File: src/rtl/divisor_secuencial.sv
// divisor_secuencial: unsigned restoring divider, one trial subtraction per
// clock, built on an ANCHO+1-bit ripple-borrow subtractor.
// Optional build macro: DIVISOR_DETECCION_CERO_EN -- when defined, a zero
// divisor skips the iterations, goes straight to FIN and raises error_div.
// Without it, error_div is tied low and Y=0 runs the normal algorithm.
module divisor_secuencial #(
  parameter int unsigned ANCHO = 4
) (
  input  logic             clk,
  input  logic             rst_n,
  input  logic             inicio,
  input  logic [ANCHO-1:0] X,
  input  logic [ANCHO-1:0] Y,
  output logic             ocupado,
  output logic             listo,
  output logic [ANCHO-1:0] cociente,
  output logic [ANCHO-1:0] residuo,
  output logic             error_div
);

  localparam int unsigned    CW     = $clog2(ANCHO + 1);
  localparam logic [CW-1:0]  ULTIMA = CW'(ANCHO - 1);

  typedef enum logic [1:0] {
    REPOSO  = 2'd0,
    CALCULO = 2'd1,
    FIN     = 2'd2
  } estado_t;

  estado_t          estado_q, estado_d;
  logic [CW-1:0]    cnt_q, cnt_d;
  logic [ANCHO-1:0] div_q, div_d;   // captured divisor
  logic [ANCHO-1:0] rem_q, rem_d;   // partial remainder
  logic [ANCHO-1:0] quo_q, quo_d;   // dividend shifting out / quotient shifting in
  logic [ANCHO-1:0] coc_q, coc_d;
  logic [ANCHO-1:0] res_q, res_d;
  logic             listo_q, listo_d;
`ifdef DIVISOR_DETECCION_CERO_EN
  logic             err_q, err_d;
`endif

  // Trial subtraction datapath
  logic [ANCHO:0]   minuendo;
  logic [ANCHO-1:0] resta;
  logic             prestamo;
  logic             borrow;

  // Ripple-borrow subtractor: {rem, next dividend bit} - {0, divisor}.
  // The top difference bit is never kept (a non-borrowing result always
  // fits ANCHO bits), so the last stage only produces the borrow out.
  always_comb begin
    minuendo = {rem_q, quo_q[ANCHO-1]};
    resta    = '0;
    borrow   = 1'b0;
    for (int unsigned i = 0; i < ANCHO; i++) begin
      resta[i] = minuendo[i] ^ div_q[i] ^ borrow;
      borrow   = (~minuendo[i] & div_q[i]) | (~(minuendo[i] ^ div_q[i]) & borrow);
    end
    prestamo = ~minuendo[ANCHO] & borrow;
  end

  // Next-state and datapath update logic
  always_comb begin
    estado_d = estado_q;
    cnt_d    = cnt_q;
    div_d    = div_q;
    rem_d    = rem_q;
    quo_d    = quo_q;
    coc_d    = coc_q;
    res_d    = res_q;
    listo_d  = 1'b0;
`ifdef DIVISOR_DETECCION_CERO_EN
    err_d    = err_q;
`endif
    case (estado_q)
      REPOSO: begin
        if (inicio) begin
          div_d    = Y;
          quo_d    = X;
          rem_d    = '0;
          cnt_d    = '0;
          estado_d = CALCULO;
`ifdef DIVISOR_DETECCION_CERO_EN
          err_d    = 1'b0;
          if (Y == '0) begin
            estado_d = FIN;
            coc_d    = '1;
            res_d    = X;
            err_d    = 1'b1;
          end
`endif
        end
      end
      CALCULO: begin
        quo_d = {quo_q[ANCHO-2:0], ~prestamo};
        rem_d = prestamo ? minuendo[ANCHO-1:0] : resta;
        cnt_d = cnt_q + 1'b1;
        if (cnt_q == ULTIMA) begin
          estado_d = FIN;
          cnt_d    = '0;
          coc_d    = {quo_q[ANCHO-2:0], ~prestamo};
          res_d    = prestamo ? minuendo[ANCHO-1:0] : resta;
        end
      end
      FIN: begin
        estado_d = REPOSO;
        listo_d  = 1'b1;
      end
      default: begin
        estado_d = REPOSO;
      end
    endcase
  end

  // State and datapath registers, cleared asynchronously
  always_ff @(posedge clk or negedge rst_n) begin
    if (!rst_n) begin
      estado_q <= REPOSO;
      cnt_q    <= '0;
      div_q    <= '0;
      rem_q    <= '0;
      quo_q    <= '0;
      coc_q    <= '0;
      res_q    <= '0;
      listo_q  <= 1'b0;
    end else begin
      estado_q <= estado_d;
      cnt_q    <= cnt_d;
      div_q    <= div_d;
      rem_q    <= rem_d;
      quo_q    <= quo_d;
      coc_q    <= coc_d;
      res_q    <= res_d;
      listo_q  <= listo_d;
    end
  end

`ifdef DIVISOR_DETECCION_CERO_EN
  // Divide-by-zero flag, held until the next capture
  always_ff @(posedge clk or negedge rst_n) begin
    if (!rst_n) begin
      err_q <= 1'b0;
    end else begin
      err_q <= err_d;
    end
  end
  assign error_div = err_q;
`else
  assign error_div = 1'b0;
`endif

  assign ocupado  = (estado_q == CALCULO);
  assign listo    = listo_q;
  assign cociente = coc_q;
  assign residuo  = res_q;

endmodule

File: config.mk
export PLATFORM = sky130hd
export DESIGN_NAME = divisor_secuencial
export DESIGN_NICKNAME = d
export VERILOG_FILES = /design/src/rtl/divisor_secuencial.sv
export SDC_FILE = /design/constraint.sdc
export NUM_CORES = 1
export LEC_CHECK = 0
export BUFFER_PORTS_ARGS = -buffer_cell sky130_fd_sc_hd__buf_4
export CORE_MARGIN = 10
export CORE_UTILIZATION = 30
export CTS_CLUSTER_SIZE = 10
export DETAILED_ROUTE_END_ITERATION = 8
export PLACE_DENSITY = 0.59
export SYNTH_ARGS = -nofsm -noshare
export SYNTH_HDL_FRONTEND = slang
export SYNTH_SLANG_ARGS = --single-unit
File: constraint.sdc
create_clock -name clk -period 3.25 [get_ports clk]
set_clock_uncertainty 0.05 [all_clocks]
set_input_delay 0.325 -clock clk [delete_from_list [all_inputs] [get_ports clk]]
set_output_delay 0.325 -clock clk [all_outputs]
set_load 0.01 [all_outputs]
## Word-level counts from Yosys, hierarchy flattened

Index checks and enable logic that the tools add are counted.
W data, S select, Z words.

- Bitwise logic cells: 27
- Multiplexer cells: 12
- Add/subtract/negate cells: 1
- Reduce and logical (&&, ||, !) cells: 6
- Eq/ne operators: 5

Operators with widths:

| kind | count |
|---|---|
| $pmux W4 S2 | 2 |
| $mux W4 | 3 |
| $not A1 Y1 | 9 |
| $and A1 B1 Y1 | 8 |
| $reduce_and A2 Y1 | 4 |
| $xor A1 B1 Y1 | 7 |
| $mux W3 | 2 |
| $pmux W3 S2 | 1 |
| $mux W2 | 2 |
| $pmux W2 S2 | 1 |
| $add A3 B1 Y3 const B | 1 |
| $eq A3 B2 Y1 const B | 1 |
| $or A1 B1 Y1 | 3 |
| $eq A2 B1 Y1 const B | 1 |
| $eq A2 B2 Y1 const B | 1 |
| $logic_not A2 Y1 | 1 |
| $ne A2 B1 Y1 const B | 1 |
| $ne A2 B2 Y1 const B | 1 |
| $reduce_bool A2 Y1 | 1 |
| $mux W1 | 1 |

- Input port bits: 11
- Output and inout port bits: 11
- Word-level logic and storage cells: 59
- Register bits: 26

## Depth between registers and ports, before layout

- Depth in word-level cells: 11
- Gate-level depth with buffers: 11
- Depth with buffers taken out: 10

## Worst setup path after synthesis

OpenSTA, ideal clock, no wires.

- Kind: register -> register
- From: register div_q[0]
- To: register res_q[3] (netlist: residuo[3])
- Setup time: 0.074 ns
- Data arrival time: 2.181 ns
- Buffers on the path: 1
- Period minus slack after synthesis: 2.305 ns
- Setup slack: 0.945 ns
- Stages on the path, launching flop included: 11
- Required time: 3.126 ns
- Cell sequence: dfrtp_1 > ha_1 > inv_1 > fa_1 > inv_1 > fa_1 > fa_1 > nor2b_1 > buf_6 > mux2_4 > o21ai_2

- Word-level cells in the longest chain between the ends: 9
- Elaborated cells on any way between the ends: 10
- Those cells by class: mux (1); bitwise (9)

RTL lines:

| item | line | RTL |
|---|---|---|
| start, declared | 32 | `logic [ANCHO-1:0] div_q, div_d;` |
| start signal, assigned | 129 | `div_q <= div_d;` |
| $and A1 B1 Y1 (*) (2 in series) | 57 | `borrow = (~minuendo[i] & div_q[i]) \| (~(minuendo[i] ^ div_q[i]) & borrow);` |
| $or A1 B1 Y1 (*) | 57 |  |
| $and A1 B1 Y1 (*) | 57 |  |
| $or A1 B1 Y1 (*) | 57 |  |
| $and A1 B1 Y1 | 57 |  |
| $or A1 B1 Y1 | 57 |  |
| $and A1 B1 Y1 | 59 | `prestamo = ~minuendo[ANCHO] & borrow;` |
| $mux W4 (*) | 102 | `res_d = prestamo ? minuendo[ANCHO-1:0] : resta;` |
| end signal, assigned | 133 | `res_q <= res_d;` |
| end, declared | 36 | `logic [ANCHO-1:0] res_q, res_d;` |

Every way passes the cells marked *; elsewhere a longest branch is shown, timed or not.
A chain may end at the register's enable or synchronous reset.

## Worst setup path after layout

- From: register quo_q[3]
- To: register rem_q[1]

- Word-level cells in the longest chain between the ends: 11
- Elaborated cells on any way between the ends: 12
- Those cells by class: mux (2); bitwise (10)

RTL lines:

| item | line | RTL |
|---|---|---|
| start, declared | 34 | `logic [ANCHO-1:0] quo_q, quo_d;` |
| start signal, assigned | 131 | `quo_q <= quo_d;` |
| $not A1 Y1 (*) | 57 |  |
| $and A1 B1 Y1 (*) | 57 |  |
| $and A1 B1 Y1 | 57 |  |
| $or A1 B1 Y1 | 57 |  |
| $and A1 B1 Y1 | 57 |  |
| $or A1 B1 Y1 | 57 |  |
| $and A1 B1 Y1 | 57 |  |
| $or A1 B1 Y1 | 57 |  |
| $and A1 B1 Y1 | 59 |  |
| $mux W4 (*) | 96 | `rem_d = prestamo ? minuendo[ANCHO-1:0] : resta;` |
| $pmux W4 S2 (*) | 75 | `case (estado_q)` |
| end signal, assigned | 130 | `rem_q <= rem_d;` |
| end, declared | 33 | `logic [ANCHO-1:0] rem_q, rem_d;` |

Marks and branches as above.

==> run metrics <==
Mapped Area=0.00125 mm²; routed via count=794; setup ws final=636 ps; period utilization=0.804; r2r startpoint=quo_q[3]; Worst EP arrival=2690 ps; Levels on crit path=10; Yosys warnings=0; area grow syn2layout=17.6%; Sw Ratio=0.380; Worst path slowest cell=nor2b_1; final count of pins violating max slew=0; fmax=0.383 GHz; Largest stage delay, worst path=560 ps; sequential share of the synthesized area=0.518; Residual DRC=0; Worst Path Class, Setup=reg -> reg; internal power=965 µW; Post-DP HPWL=1820 µm; CP Cell Sequence=inv_1, ha_1, inv_1, fa_1, inv_1, fa_1, fa_1, nor2b_1, mux2i_1, o21ai_0; crit path buf inv count=3; crit end category=flip-flop; io pins=22; TritonCTS Buffers=3; critical path launch point type=flip-flop; setup TNS=0 ps; CTS Sinks=26; Cells after Synth=between 100 and 150; final setup vio count=0; RSZ-0062 raised after global routing=false; Leakage=~0.68 nW; Die H=84.7 µm; worst reg2reg endpoint=rem_q[1]; VDD IR-drop max=0.385 mV; Hold WC Path Type=in -> reg; number of fill cells=about 400; clk buf depth=2; IO Port Bufs=20; initial antenna violation count=0; clock slew at reported path FFs=80 ps; WHS Path Cells=2; GP Congestion=0.715; Final #Nets=140; Clk pwr share=0.112; post-CTS sizing=0; max cap viols=0; hold_sp=Y[1]; Ant. Diodes=0; Reg2Reg Depth=10; CP required=3320 ps; post-synthesis cell type count=31; post-DR vias/cell=~4.6; dpl ws=637 ps; drt first pass iters=4; critical path's top delay family=adder cells; share of cells above drive strength 1=0.369; largest net degree at the start of global routing=27; WHS Endpoint=div_q[1]; total track usage=0.0651; wire length per cell=about 14 µm; Initial Util=0.311; CTS tree=yes; #FFs+latches synth=26; status=finished, final reports clean; global-route wire length before repair=approximately 4000 µm; CTS Root Cell=clkbuf_8; wirelength, routed=2370 µm; NetSw=around 590 µW; Tmin final=2610 ps; Die ar.=0.00717 mm²; worst slew pin tran=686 ps; Slew headroom=0.542; Seq pwr share=0.377; number of global-route vias before repair=842; CP Max Fanout=6; Final Total Pwr=1.56 mW; drt initial violations=28; insertion delay to the later sink of the worst-skew pair=260 ps; row cnt=23; final hold vios=0; grt ovf=0; core area=0.00403 mm²; syn avg cell area=about 12 µm²; Logic pwr share=0.510; flop2flop setup slack=640 ps; Syn Nets=119; Max H-tree Level=1; power per cell area=1050 mW/mm²; chip width=84.7 µm; Antenna Nets Post-Route=0
==> metal layers <==
layer,part of all wire,vias to the layer above,track usage
met5,0,-,0
met4,0.014,0,0.0314
met3,0.060,2,0.0174
met2,0.45,24,0.0968
met1,0.48,382,0.0847
li1,-,386,-
==> how the worst max path moves through the flow <==
stage | start | endpoint | slack (ps)
after detailed placement | quo_q[3] | rem_q[1] | 640
after floorplan | div_q[0] | residuo[3] | 950
after global placement | quo_q[3] | rem_q[1] | 770
after CTS | quo_q[3] | rem_q[1] | 610
final | quo_q[3] | rem_q[1] | 640
after global routing | quo_q[3] | rem_q[1] | 470
==> cell usage after synthesis <==
| library cell | count | area [µm²] |
|---|---|---|
| fa_1 | 3 | 60.1 |
| buf_2 | 1 | 5.00 |
| nand2_1 | 10 | 37.5 |
| a31oi_1 | 1 | 6.26 |
| o21bai_2 | 1 | 11.3 |
| nand2b_1 | 1 | 6.26 |
| a221oi_2 | 1 | 15.0 |
| conb_1 | 1 | 3.75 |
| buf_4 | 2 | 15.0 |
| mux2i_1 | 1 | 10.0 |
| buf_6 | 2 | 22.5 |
| o21ai_2 | 4 | 35.0 |
| o21ai_0 | 2 | 10.0 |
| a21oi_1 | 3 | 15.0 |
| mux2_2 | 8 | 90.1 |
| nor2b_1 | 3 | 18.8 |
| inv_2 | 1 | 3.75 |
| ha_1 | 2 | 25.0 |
| o22ai_1 | 5 | 31.3 |
| nor2_2 | 1 | 6.26 |
| nand4bb_4 | 1 | 27.5 |
| nand2b_2 | 1 | 8.76 |
| inv_1 | 9 | 33.8 |
| dfrtp_1 | 26 | 651 |
| a22o_1 | 1 | 8.76 |
| and2_1 | 1 | 6.26 |
| mux2_4 | 3 | 45.0 |
| nor2_4 | 1 | 11.3 |
| o21ai_1 | 4 | 20.0 |
| nor2_1 | 2 | 7.51 |
| o21a_1 | 1 | 7.51 |
==> power groups by stage <==
stage / logic, mW / registers (mW) / clock network, mW
2_1_floorplan: 0.636 / 0.574 / 0
6_report: 0.795 / 0.587 / 0.175
4_1_cts: 0.813 / 0.590 / 0.180
3_3_place_gp: 0.780 / 0.587 / 0
5_1_grt: 0.891 / 0.607 / 0.195
3_5_place_dp: 0.808 / 0.595 / 0
==> cell type report <==
type / instances / area [µm²] / share of cell area
sequential: 26 / 651 / 0.441
multi-input combinational: 62 / 524 / 0.355
timing repair buffer: 21 / 160 / 0.108
tap: 50 / 62.6 / 0.0424
clock buffer: 3 / 41.3 / 0.0280
inverter: 10 / 37.5 / 0.0254
==> cells in the final DEF (no fill, tap or decap), drive strengths merged, types with 3 or more instances in the layout <==
cell type,Yosys,routed
nand2,10,10
mux2,11,11
o21ai,10,10
nor2b,3,3
clkbuf,0,3
a21oi,3,3
dfrtp,26,26
buf,5,20
inv,10,10
o22ai,5,5
fa,3,3
nor2,4,4
==> state kept, by name (all words and copies together) (netlist names) <==
name / count
estado_q: 2
residuo: 4
quo_q: 4
rem_q: 4
div_q: 4
listo: 1
cnt_q: 3
cociente: 4
==> metrics by stage <==
| step | std cells | util | cell area [µm²] | hold WS [ps] |
|---|---|---|---|---|
| after floorplan | 103 | - | 1250 | -20.6 |
| after global placement | 168 | 0.354 | 1430 | 199 |
| after CTS | 172 | 0.366 | 1480 | 237 |
| final | 172 | 0.366 | 1480 | 240 |
| after detailed placement | 168 | 0.354 | 1430 | 197 |
| after global routing | 172 | 0.366 | 1480 | 236 |
==> worst register-to-register path, delay by kind of cell, from the launching register on <==
family	cells	cell delay [ps]
buffers and inverters	3	190
multiplexers	1	350
flip-flops	1	380
AO/OA/AOI/OAI	1	130
AND/OR/NAND/NOR	1	560
adder cells (fa/ha/maj)	4	810
==> what timing repair did <==
action / 4_1_cts / 5_1_grt
endpoints found under the hold margin: 26 / 0
setup buffers: 0 / 0
hold buffers: 1 / 0
==> logic make-up (layout without fill, tap and decap cells) <==
| group | Yosys count | after routing | share of synthesized area |
|---|---|---|---|
| other | 1 | 1 | 0.00299 |
| AO/OA/AOI/OAI | 23 | 23 | 0.128 |
| buffers and inverters | 15 | 34 | 0.0638 |
| flip-flops | 26 | 26 | 0.518 |
| AND/OR/NAND/NOR | 21 | 21 | 0.104 |
| adder cells (fa/ha/maj) | 5 | 5 | 0.0678 |
| multiplexers | 12 | 12 | 0.116 |
No activity file was read; power rests on OpenSTA's default activity.
